### src/rtl/grf_wb_arbiter.sv
// GRF write-port arbiter: pipeline W-stage writes win; long-latency results queue and drain in idle cycles.
// Latency: wb -> grf_we 1 cycle; lu accepted into empty FIFO -> grf_we 2 cycles.
// Backpressure: lu_ready = !full, from state only; a full FIFO refuses even in a draining cycle.
// Optional trace: define GRF_WB_TRACE_EN to print every retired GRF write.
module grf_wb_arbiter #(
  parameter int DEPTH = 4
) (
  input  logic                     clk,
  input  logic                     reset,
  input  logic                     wb_we,
  input  logic [4:0]               wb_addr,
  input  logic [31:0]              wb_data,
  input  logic [31:0]              wb_pc,
  input  logic                     lu_valid,
  output logic                     lu_ready,
  input  logic [4:0]               lu_addr,
  input  logic [31:0]              lu_data,
  input  logic [31:0]              lu_pc,
  output logic                     grf_we,
  output logic [4:0]               grf_a3,
  output logic [31:0]              grf_data,
  output logic [31:0]              grf_pc,
  output logic [31:0]              pending,
  output logic [$clog2(DEPTH):0]   fifo_count
);

  localparam int AW = $clog2(DEPTH);
  localparam int CW = AW + 1;

  // FIFO storage; live is cleared when an entry is killed or popped, so
  // unoccupied slots never contribute to the pending vector.
  logic [4:0]       fifo_addr_q [DEPTH];
  logic [31:0]      fifo_data_q [DEPTH];
  logic [31:0]      fifo_pc_q   [DEPTH];
  logic [DEPTH-1:0] fifo_live_q, fifo_live_d;
  logic [AW-1:0]    wr_ptr_q, rd_ptr_q;
  logic [CW-1:0]    count_q, count_d;

  logic             grf_we_q, grf_we_d;
  logic [4:0]       grf_a3_q, grf_a3_d;
  logic [31:0]      grf_data_q, grf_data_d;
  logic [31:0]      grf_pc_q, grf_pc_d;
  logic [31:0]      pending_d;

  logic full, wb_act, push, pop;

  assign full     = (count_q == CW'(DEPTH));
  assign lu_ready = !full;
  assign wb_act   = wb_we && (wb_addr != 5'd0);
  // $0 results complete the handshake but are never stored.
  assign push     = lu_valid && lu_ready && (lu_addr != 5'd0);
  assign pop      = !wb_act && (count_q != '0);
  assign count_d  = count_q + CW'(push) - CW'(pop);

  // Live-bit update: a wb write kills older same-address entries; the slot being
  // pushed this cycle is written after the kill so it stays live.
  always_comb begin
    fifo_live_d = fifo_live_q;
    if (wb_act) begin
      for (int i = 0; i < DEPTH; i++) begin
        if (fifo_addr_q[i] == wb_addr) fifo_live_d[i] = 1'b0;
      end
    end
    if (pop)  fifo_live_d[rd_ptr_q] = 1'b0;
    if (push) fifo_live_d[wr_ptr_q] = 1'b1;
  end

  // Output selection: pipeline write first, then FIFO head; a killed head burns the cycle with we=0.
  always_comb begin
    grf_we_d   = 1'b0;
    grf_a3_d   = grf_a3_q;
    grf_data_d = grf_data_q;
    grf_pc_d   = grf_pc_q;
    if (wb_act) begin
      grf_we_d   = 1'b1;
      grf_a3_d   = wb_addr;
      grf_data_d = wb_data;
      grf_pc_d   = wb_pc;
    end else if (pop) begin
      grf_we_d   = fifo_live_q[rd_ptr_q];
      grf_a3_d   = fifo_addr_q[rd_ptr_q];
      grf_data_d = fifo_data_q[rd_ptr_q];
      grf_pc_d   = fifo_pc_q[rd_ptr_q];
    end
  end

  // FIFO pointers, occupancy and entry storage.
  always_ff @(posedge clk or posedge reset) begin
    if (reset) begin
      wr_ptr_q    <= '0;
      rd_ptr_q    <= '0;
      count_q     <= '0;
      fifo_live_q <= '0;
      for (int i = 0; i < DEPTH; i++) begin
        fifo_addr_q[i] <= '0;
        fifo_data_q[i] <= '0;
        fifo_pc_q[i]   <= '0;
      end
    end else begin
      fifo_live_q <= fifo_live_d;
      count_q     <= count_d;
      if (push) begin
        fifo_addr_q[wr_ptr_q] <= lu_addr;
        fifo_data_q[wr_ptr_q] <= lu_data;
        fifo_pc_q[wr_ptr_q]   <= lu_pc;
        wr_ptr_q              <= wr_ptr_q + 1'b1;
      end
      if (pop) rd_ptr_q <= rd_ptr_q + 1'b1;
    end
  end

  // Registered GRF write port.
  always_ff @(posedge clk or posedge reset) begin
    if (reset) begin
      grf_we_q   <= 1'b0;
      grf_a3_q   <= '0;
      grf_data_q <= '0;
      grf_pc_q   <= '0;
    end else begin
      grf_we_q   <= grf_we_d;
      grf_a3_q   <= grf_a3_d;
      grf_data_q <= grf_data_d;
      grf_pc_q   <= grf_pc_d;
    end
  end

  // Pending registers: live queued writes plus the write sitting in the output register.
  always_comb begin
    pending_d = '0;
    for (int i = 0; i < DEPTH; i++) begin
      if (fifo_live_q[i]) pending_d[fifo_addr_q[i]] = 1'b1;
    end
    if (grf_we_q) pending_d[grf_a3_q] = 1'b1;
    pending_d[0] = 1'b0;
  end

  assign grf_we     = grf_we_q;
  assign grf_a3     = grf_a3_q;
  assign grf_data   = grf_data_q;
  assign grf_pc     = grf_pc_q;
  assign pending    = pending_d;
  assign fifo_count = count_q;

`ifdef GRF_WB_TRACE_EN
  // Trace of every retired GRF write.
  always @(posedge clk) begin
    if (!reset && grf_we_q) $display("@%h: $%d <= %h", grf_pc_q, grf_a3_q, grf_data_q);
  end
`else
`endif

endmodule

### config.mk
export PLATFORM = sky130hd
export DESIGN_NAME = grf_wb_arbiter
export DESIGN_NICKNAME = d
export VERILOG_FILES = /design/src/rtl/grf_wb_arbiter.sv
export SDC_FILE = /design/constraint.sdc
export NUM_CORES = 1
export LEC_CHECK = 0
export CAP_MARGIN = 20
export CORE_MARGIN = 4
export CORE_UTILIZATION = 60
export CTS_CLUSTER_SIZE = 14
export DETAILED_ROUTE_END_ITERATION = 16
export PLACE_DENSITY = 0.94
export SETUP_SLACK_MARGIN = 0.2
export SLEW_MARGIN = 10
export SYNTH_ARGS = -nofsm -noshare
export SYNTH_HDL_FRONTEND = slang
export SYNTH_SLANG_ARGS = --single-unit
### constraint.sdc
create_clock -name clk -period 16.4 [get_ports clk]
set_input_delay 1.64 -clock clk [delete_from_list [all_inputs] [get_ports clk]]
set_output_delay 1.64 -clock clk [all_outputs]
set_load 0.03 [all_outputs]
==> impl_metrics.ini <==
[status]
status = complete, no violations

[clock_tree]
clk_pin_slew_ns = 0.06
clock_latency_ns = 0.51
tritoncts = yes
post_cts_resized = 0
cts_setup_buffers = 0
root_buffer = clkbuf_16
cts-buffers-inserted = 38
postCtsHoldBufs = 0
cts.path.max_buffers = 3
htree_levels = 2
cts.sink_count = 357

[cells_and_area]
fin_util_pct = 72.33
nets = 1650
drive_gt1_share_pct = 28.38
syn_to_final_growth_pct = 18.39
nFillCells = 1923
fin_area_mm2 = 0.02224

[floorplan]
fp.dieH_um = 185.0
dieArea_mm2 = 0.03421
initial_utilization_pct = 61.10
fp.dieW_um = 185.0
core_area_mm2 = 0.03075
row_count = 64
ioPinCount = 248

[setup_path]
critPathLaunchType = flip-flop
cp.required_ns = 14.76
worstRegToRegCells = 9
critPathTopFamily = simple AND/OR/NAND/NOR gates
path_class = flip-flop to output port
cp.arrival_ns = 2.72
cpPeakStageDelay_ns = 0.69
reg2reg_to = fifo_count[2]
cp_num_buf_inv = 1
rr_startpoint = fifo_count[2]
endpoint = pending[17]
crit_slowest_cell = clkdlybuf4s50_1
r2r_slack_ns = 13.57
end_kind = output port
cp_max_fo = 12
cp_num_cells = 4
cp_cell_sequence = nor3b_1 > a22oi_1 > nand3_1 > clkdlybuf4s50_1
crit_path_start = fifo_addr_q[14]

[run]
cap_violations = 0

[yosys]
avgSynthCellArea_um2 = 14.40
synth_edf_count = 0
yosys_most_used_dff = dfrtp_1
synth_nets = 1458
synthArstFlopShare_pct = 100.0
yosys-top-cells-area = dfrtp_1, mux2_4, mux4_2, mux2i_1, buf_12
yosys-top-cells-count = dfrtp_1, mux2_4, nand2_1
seq_area_frac_synth_pct = 47.55
synthCells = 1305
ys_warn_count = 0
synth_top_area_share_pct = 47.55
yosys.area.top_type = dfrtp_1
synth_most_common_cell = dfrtp_1
synth-seq-cells = 357
synth_cell_type_count = 40
synthesis.area_mm2 = 0.01879

[global_route]
grt_pass1_wl_um = 74310
grt.total_usage_pct = 27.46
grt_max_degree = 143
antenna_found_initial = 2
overflow = 0
grt_pass1_vias = 13050

[routing]
vias_per_cell = 6.220
wl_per_cell_um = 24.56
finalWirelength_um = 47150
route.detailed.drc = 0
antenna_left = 0
first_pass_iters = 6
vias = 11940
drt_iter0_markers = 1043

[place]
gp_congestion = 0.9236
portBuffers = 246
dp_hpwl_um = 29180
postPlaceCellArea_mm2 = 0.02093

[power_and_ir_drop]
peakVddDrop_uv = 121.4
p_seq_share_pct = 35.2
power_uw = 4988
p_sw_uw = 1798
power_density_mw_per_mm2 = 224.3
pwr-share-comb_pct = 47.0
clock_power_share_pct = 17.8
p_leak_uw = 0.01039
internal_power_uw = 3190
switching_share_pct = 36.04

[sta]
hold_viol_final = 0
tightest_slew_ns = 1.134
layout_worst_path_cycle_share_pct = 26.59
slew_headroom_pct = 24.37
period_minus_slack_ns = 4.361
final_max_slew_viol_count = 0
tns_ns = 0
setup_viol = 0
rsz0062_at_grt = false
fin_worst_skew_ns = 0.01467
fmax_ghz = 0.2293

[worst_hold_path]
hold_path.class = flip-flop to flip-flop
## power by group through the flow
stage	registers, µW	logic (µW)	clock network, µW
after floorplan	1700	1740	0
after global placement	1700	2260	0
after detailed placement	1740	2320	0
after CTS	1740	2350	895
after global routing	1810	2480	932
final	1760	2350	886
## layout make-up
type / count / area (µm²) / area share (%)
tap: 396 / 495.5 / 2.228
clock inverter: 16 / 221.5 / 0.9957
inverter: 9 / 41.29 / 0.1856
timing repair buffer: 254 / 2542 / 11.43
antenna: 2 / 5.005 / 0.02250
multi-input combinational: 837 / 8934 / 40.16
sequential: 357 / 8941 / 40.20
clock buffer: 49 / 1062 / 4.776
## registers in the layout (all words and copies together), names as in the netlist
register,cells
fifo_addr_q,20
fifo_count,3
fifo_data_q,128
fifo_live_q,4
fifo_pc_q,128
grf_a3,5
grf_data,32
grf_pc,32
grf_we,1
rd_ptr_q,2
wr_ptr_q,2
## how the worst min path moves through the flow
stage                    start               to  slack, ns  cells after the start
6_report         fifo_pc_q[53]    fifo_pc_q[53]       0.51                      1
5_1_grt         fifo_pc_q[114]   fifo_pc_q[114]       0.51                      1
4_1_cts          fifo_pc_q[39]    fifo_pc_q[39]       0.51                      1
3_5_place_dp   fifo_data_q[50]  fifo_data_q[50]       0.49                      1
3_3_place_gp   fifo_data_q[53]  fifo_data_q[53]       0.49                      1
2_1_floorplan  fifo_data_q[32]  fifo_data_q[32]       0.48                      1
## cell families after synthesis
kind of cell    Yosys count  synth area share [%]
compound gates          144                 4.722
mux                     415                 34.12
buf+inv                 111                 4.968
xor+xnor                 24                 1.119
simple gates            242                 6.726
fa+ha+maj                11                0.7725
other cells               1               0.01996
flops                   357                 47.55
## stage by stage
step / hold slack, ns / setup slack, ns / cells
3_5_place_dp: 0.4890 / 11.75 / 1852
2_1_floorplan: 0.4759 / 4.855 / 1305
6_report: 0.5052 / 12.04 / 1920
5_1_grt: 0.5148 / 11.90 / 1920
3_3_place_gp: 0.4859 / 11.84 / 1852
4_1_cts: 0.5070 / 12.06 / 1917
## placed cells by master (no fill, tap or decap), types with 6 or more instances in the layout
cell               n
o21ai_1           12
ha_1              10
xnor2_1           16
clkbuf_8           7
nand2_1           98
mux2_4           276
o221ai_1          16
o21ai_0           68
a22oi_1           28
clkbuf_16         38
nand3_1           28
or3b_2             6
mux2i_1           69
mux4_2            70
xor2_1             8
inv_1              8
nor2_1            39
clkinv_2           8
nand3b_1          23
buf_4              7
nor3b_1           20
o22ai_1           16
clkdlybuf4s50_1  246
dfrtp_1          355
## per-layer routing
| metal | vias to the layer above | GRT usage [%] | share of wire (%) |
|---|---|---|---|
| met5 | - | 0 | 0 |
| met4 | 0 | 9.454 | 3.0 |
| met3 | 111 | 4.910 | 6.3 |
| met2 | 509 | 45.66 | 49 |
| met1 | 6180 | 36.96 | 41 |
| li1 | 5143 | - | - |
Note: power is estimated with default switching activity, not from simulation.
